[config.mk]
export PLATFORM = sky130hd
export DESIGN_NAME = mem_rd_arbiter
export DESIGN_NICKNAME = d
export VERILOG_FILES = /design/src/rtl/mem_rd_arbiter.sv
export SDC_FILE = /design/constraint.sdc
export NUM_CORES = 1
export LEC_CHECK = 0
export CAP_MARGIN = 10
export CORE_MARGIN = 5
export CORE_UTILIZATION = 32
export CTS_BUF_LIST = sky130_fd_sc_hd__clkbuf_16
export CTS_CLUSTER_DIAMETER = 200
export DETAILED_ROUTE_END_ITERATION = 16
export PLACE_DENSITY_LB_ADDON = 0.12
export SYNTH_ARGS = -nofsm -noshare
export SYNTH_HDL_FRONTEND = slang
export SYNTH_SLANG_ARGS = --single-unit
[constraint.sdc]
create_clock -name clk_in -period 11.85 [get_ports clk_in]
set_input_delay 1.7775 -clock clk_in [delete_from_list [all_inputs] [get_ports clk_in]]
set_output_delay 1.7775 -clock clk_in [all_outputs]
set_load 0.02 [all_outputs]
[src/rtl/mem_rd_arbiter.sv]
// Round-robin read arbiter for the single read port of the main-memory BRAM.
// A tag pipeline follows each issued read so that the returning word reaches the requester that issued it.
module mem_rd_arbiter #(
  parameter int unsigned NUM_REQ    = 4,
  parameter int unsigned PROC_BITS  = 2,
  parameter int unsigned ADDR_WIDTH = 14,
  parameter int unsigned DATA_WIDTH = 32,
  parameter int unsigned LATENCY    = 2
) (
  input  logic                    clk_in,
  input  logic                    rst_in,
  input  logic [NUM_REQ-1:0]      req_valid,
  input  logic [NUM_REQ*32-1:0]   req_addr,
  output logic [NUM_REQ-1:0]      req_ready,
  input  logic                    hold_in,
  output logic [ADDR_WIDTH-1:0]   mem_addr,
  output logic                    mem_addr_valid,
  input  logic [DATA_WIDTH-1:0]   mem_data,
  output logic [NUM_REQ-1:0]      resp_valid,
  output logic [PROC_BITS-1:0]    resp_id,
  output logic [DATA_WIDTH-1:0]   resp_data,
  output logic                    busy,
  output logic [15:0]             issue_count
);

  logic [PROC_BITS-1:0]           rr_ptr_q, rr_ptr_d;
  logic [15:0]                    issue_count_q, issue_count_d;
  logic [LATENCY-1:0]             tag_vld_q, tag_vld_d;
  logic [LATENCY*PROC_BITS-1:0]   tag_id_q, tag_id_d;

  logic                           grant_vld;
  logic [PROC_BITS-1:0]           grant_id;
  int unsigned                    grant_idx;
  int unsigned                    cand;
  int unsigned                    nxt;

  logic                           last_vld;
  logic [PROC_BITS-1:0]           last_id;
  logic                           resp_live;

  // Search upward from rr_ptr, wrapping modulo NUM_REQ; first valid requester wins.
  always_comb begin
    grant_vld = 1'b0;
    grant_idx = 0;
    cand      = 0;
    for (int unsigned k = 0; k < NUM_REQ; k++) begin
      cand = 32'(rr_ptr_q) + k;
      if (cand >= NUM_REQ) cand = cand - NUM_REQ;
      if (!grant_vld && |(req_valid & (NUM_REQ'(1) << cand))) begin
        grant_vld = 1'b1;
        grant_idx = cand;
      end
    end
    if (hold_in || rst_in) begin
      grant_vld = 1'b0;
      grant_idx = 0;
    end
    grant_id = PROC_BITS'(grant_idx);
  end

  always_comb begin
    req_ready      = grant_vld ? (NUM_REQ'(1) << grant_idx) : '0;
    mem_addr_valid = grant_vld;
    mem_addr       = grant_vld ? ADDR_WIDTH'(req_addr >> (32 * grant_idx)) : '0;
  end

  always_comb begin
    nxt = grant_idx + 1;
    if (nxt >= NUM_REQ) nxt = 0;
    rr_ptr_d      = grant_vld ? PROC_BITS'(nxt) : rr_ptr_q;
    issue_count_d = grant_vld ? issue_count_q + 16'd1 : issue_count_q;
    // Shift in the new {valid, id} at stage 0; the oldest stage falls off the top.
    tag_vld_d     = LATENCY'({tag_vld_q, grant_vld});
    tag_id_d      = (LATENCY*PROC_BITS)'({tag_id_q, grant_id});
  end

  always_ff @(posedge clk_in) begin
    if (rst_in) begin
      rr_ptr_q      <= '0;
      issue_count_q <= '0;
      tag_vld_q     <= '0;
      tag_id_q      <= '0;
    end else begin
      rr_ptr_q      <= rr_ptr_d;
      issue_count_q <= issue_count_d;
      tag_vld_q     <= tag_vld_d;
      tag_id_q      <= tag_id_d;
    end
  end

  // A read whose data lands during the reset cycle is dropped along with the rest of the pipeline.
  always_comb begin
    last_vld    = tag_vld_q[LATENCY-1];
    last_id     = tag_id_q[LATENCY*PROC_BITS-1 -: PROC_BITS];
    resp_live   = last_vld && !rst_in;
    resp_valid  = resp_live ? (NUM_REQ'(1) << last_id) : '0;
    resp_id     = resp_live ? last_id : '0;
    resp_data   = mem_data;
    busy        = (|tag_vld_q) || grant_vld;
    issue_count = issue_count_q;
  end

endmodule

## Word-level counts from Yosys, hierarchy flattened

Cells that the tools add are included.

| cells by class | value |
|---|---|
| add/subtract/negate cells | 9 |
| mux-type cells | 19 |
| bitwise gates (word level) | 4 |
| magnitude comparators | 5 |
| reductions and logical operators | 15 |
| shift-type cells | 7 |

Operator list:

| cell | number |
|---|---|
| 32-bit 2-to-1 mux | 9 |
| 1-bit by 32-bit left shift with 4-bit output (first input constant) | 5 |
| 128-bit by 32-bit right shift with 14-bit output | 1 |
| 32-bit by 1-bit adder with 32-bit output (second input constant) | 1 |
| 32-bit by 3-bit >= comparator with 1-bit output (second input constant) | 1 |
| 16-bit by 1-bit adder with 16-bit output (second input constant) | 1 |
| 4-bit bitwise AND | 4 |
| 4-bit OR reduction | 4 |
| 14-bit 2-to-1 mux | 1 |
| 3-bit by 3-bit subtractor with 4-bit output (second input constant) | 3 |
| 3-bit >= comparator (second input constant) | 3 |
| 4-bit 2-to-1 mux | 2 |
| 2-bit by 2-bit adder with 3-bit output (second input constant) | 2 |
| 1-bit 2-to-1 mux | 5 |
| 1-bit logical AND | 4 |
| 1-bit zero test | 4 |
| 2-bit 2-to-1 mux | 2 |
| 1-bit by 2-bit left shift with 4-bit output (first input constant) | 1 |
| 2-bit by 3-bit subtractor with 4-bit output (second input constant) | 1 |
| 2-bit by 1-bit adder with 3-bit output (second input constant) | 1 |
| 2-bit by 3-bit >= comparator with 1-bit output (second input constant) | 1 |
| 1-bit logical OR | 2 |
| 2-bit OR reduction | 1 |

| storage, ports and cells | value |
|---|---|
| input port bits | 167 |
| output and inout bits | 74 |
| flip-flop bits (word level) | 24 |

## Depth between registers and ports, before layout

| logic depth | value |
|---|---|
| depth after elaboration | 19 |
| mapped depth | 19 |

## Worst setup path after synthesis

Ideal clock, no wire load.

| timing | value |
|---|---|
| path kind | input port to output port |
| start | in req_valid[1] |
| end | out mem_addr[1] |
| data required time | 10.073 ns |
| cell stages on the path | 6 |
| arrival | 3.985 ns |
| path slack | 6.087 ns |
| path through | a222oi_1 -> o211ai_1 -> a211oi_1 -> nor2_1 -> o311a_1 -> a211oi_1 |

| between the ends | value |
|---|---|
| longest elaborated chain between the ends | 15 |
| elaborated cells on any way between the ends | 26 |

RTL lines:

| item | RTL line | source |
|---|---|---|
| start, declared | 12 | `input logic [NUM_REQ-1:0] req_valid,` |
| 4-bit bitwise AND | 49 | `if (!grant_vld && \|(req_valid & (NUM_REQ'(1) << cand))) begin` |
| 4-bit OR reduction | 49 |  |
| 1-bit 2-to-1 mux | 49 |  |
| 1-bit zero test | 49 |  |
| 1-bit logical AND | 49 |  |
| 1-bit 2-to-1 mux | 49 |  |
| 1-bit zero test | 49 |  |
| 1-bit logical AND | 49 |  |
| 1-bit 2-to-1 mux | 49 |  |
| 1-bit zero test | 49 |  |
| 1-bit logical AND | 49 |  |
| 32-bit 2-to-1 mux | 49 |  |
| 32-bit 2-to-1 mux | 54 | `if (hold_in \|\| rst_in) begin` |
| 128-bit by 32-bit right shift with 14-bit output | 64 | `mem_addr = grant_vld ? ADDR_WIDTH'(req_addr >> (32 * grant_idx)) : '0;` |
| 14-bit 2-to-1 mux (*) | 64 |  |
| end, declared | 16 | `output logic [ADDR_WIDTH-1:0] mem_addr,` |

Every way passes the cells marked *; elsewhere a longest branch is shown, timed or not.

## Final worst setup path

| timing | value |
|---|---|
| start | in rst_in |
| end | out mem_addr[9] |

| between the ends | value |
|---|---|
| longest elaborated chain between the ends | 4 |
| elaborated cells on any way between the ends | 5 |

RTL lines:

| item | RTL line | source |
|---|---|---|
| start, declared | 11 | `input logic rst_in,` |
| 1-bit logical OR (*) | 54 |  |
| 32-bit 2-to-1 mux | 54 |  |
| 128-bit by 32-bit right shift with 14-bit output | 64 |  |
| 14-bit 2-to-1 mux (*) | 64 |  |

Marked as above.

==> impl_metrics.toml <==
[run_status]
status = "completed"

[synthesis]
synthDistinctLibCells = 49
yosys.area_share.simple = 0.2210
synth_adder_area_share = 0.09164
synth_compound_area_frac = 0.2668
synth_top_family_by_area = "compound AO/OA/AOI/OAI gates"
netlist_area_um2 = 2321
synth_mux_area_frac = 0.008625
yosysWarnings = 0
synth-async-reset-ratio = 0
ys_seq_elements = 24
synthXorXnorAreaFrac = 0.04151
syn_nets = 477
avgSynthCellArea_um2 = 7.921
synth_seq_area_share = 0.2070
synth_edf_count = 0
synthCells = 293
synth_ff_type = "dfxtp_1"

[sta]
skew_ns = 0.002809
report.final.slew_viol_count = 0
fin_ws_ns = 4.430
finalSetupTns_ns = 0
hold_viol = 0
post-route-period-util = 0.6262
max_slew_margin = 0.2838
min_period_ns = 7.420
final-setup-viol-count = 0
fmax_ghz = 0.1348
worst_pin_slew_ns = 1.070
rsz0062_at_grt = "false"

[setup_path]
cp_slowest_cell = "clkdlybuf4s50_1"
cp_max_fo = 22
worst_setup_path_end_kind = "output pin"
cp.buffers_inverters = 3
rr_startpoint = "rr_ptr_q[0]"
critPathKind = "primary input to output pin"
cp-start-kind = "primary input"
worst_r2r_endpoint = "rr_ptr_q[1]"
slowest_delay_ns = 0.81
r2r_setup_slack_ns = 7.53
cp_top_family = "simple AND/OR/NAND/NOR gates"
reg2regPathDepth = 16
crit_chain = "clkdlybuf4s50_1, nor2_1, nand3_1, a211oi_1, buf_4, nor2_1, nor3_2, a221o_1, clkdlybuf4s50_1"
crit_arrival_ns = 5.64
required_ns = 10.07

[worst_hold_path]
holdPathStages = 1
worstHoldStart = "tag_id_q[0]"
hold_path.class = "flip-flop to flip-flop"
whs_endpoint = "tag_id_q[2]"

[drt]
drtIter0Drc = 76
num_vias = 2346
drt-total-wl_mm = 7.431
first_pass_iters = 4
ant_nets = 0
wl_per_cell_um = 16.30
drc = 0
vias_per_cell = 5.145

[place]
place_congestion = 0.8428
place_ws_ns = 4.358
io_buffers = 104
dp_hpwl_mm = 6.086

[global_route]
overflow = 0
grt_pass1_wl_mm = 11.14
grt_max_degree = 23
antenna_found_initial = 0
grt_usage = 0.1526
grt_pass1_vias = 2270

[die]
die_height_um = 95.17
row_count = 31
die_x_um = 95.17
core_area_um2 = 7176
io_pins = 241
die-area_um2 = 9056
initial_utilization = 0.3235

[cts]
numCtsBuffers = 3
hold_buffers = 0
cts_setup_buffers = 0
root_buffer = "clkbuf_16"
clockBufferDepth = 2
cts_resized = 0
cts.sink_count = 24
htree_levels = 1
clkTransAtPathRegs_ns = 0.06
clock_latency_ns = 0.25
cts_tree = "yes"

[run]
cap_violations = 0

[layout]
fill_cells = 739
regArea_um2 = 480.5
diodes = 0
synthToLayoutAreaGrowth_pct = 40.65
drive_above_1_share = 0.04202
num-nets-final = 542
multi_input_area_um2 = 1461

[pwr]
p_per_area_nw_per_um2 = 76.00
vdd_ir_drop_max_mv = 0.04539
p_leak_nw = 1.227
==> worst max path at each step <==
| stage | from | endpoint | slack (ns) | depth (start not counted) |
|---|---|---|---|---|
| 6_report | rst_in | mem_addr[9] | 4.43 | 9 |
| 5_1_grt | rst_in | mem_addr[10] | 4.15 | 9 |
| 4_1_cts | rst_in | mem_addr[9] | 4.39 | 9 |
| 3_5_place_dp | rst_in | mem_addr[5] | 4.36 | 9 |
| 3_3_place_gp | rst_in | mem_addr[13] | 4.33 | 9 |
| 2_1_floorplan | req_valid[1] | mem_addr[1] | 6.09 | 6 |
==> Yosys cell counts (8+ instances only) <==
master    instances  share of area
nand3_1          20          0.043
a211oi_1         17          0.055
nand2_1          15          0.024
xnor2_1           8          0.030
nor2_1           20          0.032
buf_4            32           0.10
o21ai_0          17          0.037
inv_1            17          0.027
dfxtp_1          24           0.21
clkbuf_1          8          0.013
ha_1             17          0.092
a221o_1          12          0.052
a21oi_1           8          0.017
==> worst reg2reg max path: stages, from the launching register on <==
cell and delay [ns]:
dfxtp_1 0.54, inv_1 0.17, ha_1 0.28, a222oi_1 0.51, o211ai_1 0.35, a211oi_1 0.30
buf_4 0.21, nor2_1 0.13, inv_1 0.20, ha_1 0.20, ha_1 0.14, inv_1 0.04
ha_1 0.17, nor4b_1 0.33, nand3_1 0.20, or3_1 0.34, a21oi_1 0.13
==> layout make-up <==
cell class | instances | share of cell area
clock buffers | 3 | 0.02300
clock inverters | 1 | 0.001150
inverters | 19 | 0.02185
multi-input cells | 205 | 0.4477
flip-flops and latches | 24 | 0.1472
well taps | 99 | 0.03795
repair buffers | 105 | 0.3212
==> cells in the final DEF (no fill, tap or decap), types with 3 or more instances in the layout <==
| cell | synthesis | layout |
|---|---|---|
| nand2_1 | 15 | 15 |
| clkbuf_16 | 0 | 3 |
| inv_1 | 17 | 17 |
| and3_1 | 3 | 3 |
| a21oi_1 | 8 | 8 |
| nor2_1 | 20 | 20 |
| nand3_1 | 20 | 20 |
| dfxtp_1 | 24 | 24 |
| nor4_1 | 4 | 4 |
| ha_1 | 17 | 17 |
| a22o_1 | 4 | 4 |
| xnor2_1 | 8 | 8 |
| a22oi_1 | 3 | 3 |
| a211oi_1 | 17 | 17 |
| clkdlybuf4s50_1 | 0 | 104 |
| o21ai_0 | 17 | 17 |
| a221o_1 | 12 | 12 |
| nand4_1 | 5 | 5 |
| or3_1 | 6 | 6 |
| xor2_1 | 3 | 3 |
| o211ai_1 | 3 | 3 |
| and2_1 | 4 | 4 |
| nor2b_1 | 6 | 6 |
==> power breakdown <==
| group | leakage, nW | switching (mW) | internal [mW] | total [mW] |
|---|---|---|---|---|
| Combinational | 0.994 | 0.0441 | 0.0465 | 0.0906 |
| Clock | 0.0385 | 0.0269 | 0.0450 | 0.0719 |
| Sequential | 0.194 | 0.00248 | 0.0831 | 0.0856 |
| Total | 1.23 | 0.0734 | 0.175 | 0.248 |
==> cell families after synthesis <==
| kind of cell | count (synthesis) |
|---|---|
| compound gates | 78 |
| simple gates | 97 |
| xor+xnor | 11 |
| mux | 2 |
| flops | 24 |
| buf+inv | 64 |
| fa+ha+maj | 17 |
==> per-stage QoR <==
| stage | cells | power [mW] | util | hold WS, ns | area [um^2] |
|---|---|---|---|---|---|
| finish | 456 | 0.2481 | 0.4549 | 0.4400 | 3264 |
| global placement | 452 | 0.1782 | 0.4439 | 0.4277 | 3186 |
| global route | 456 | 0.2616 | 0.4549 | 0.4594 | 3264 |
| floorplan | 293 | 0.1525 | - | 0.4138 | 2321 |
| detailed placement | 452 | 0.1784 | 0.4439 | 0.4313 | 3186 |
| CTS | 456 | 0.2517 | 0.4549 | 0.4458 | 3264 |
==> per-layer routing <==
metal,track usage,vias to the layer above,part of all wire
li1,-,1176,-
met1,0.1648,1054,0.37
met2,0.2636,107,0.49
met3,0.07577,9,0.13
met4,0.03606,0,0.011
met5,0.02381,-,0
==> state kept, by name (all words and copies together), names as in the netlist <==
signal,count
issue_count,16
tag_id_q,4
rr_ptr_q,2
tag_vld_q,2
Power figures use the tool's default switching activity.
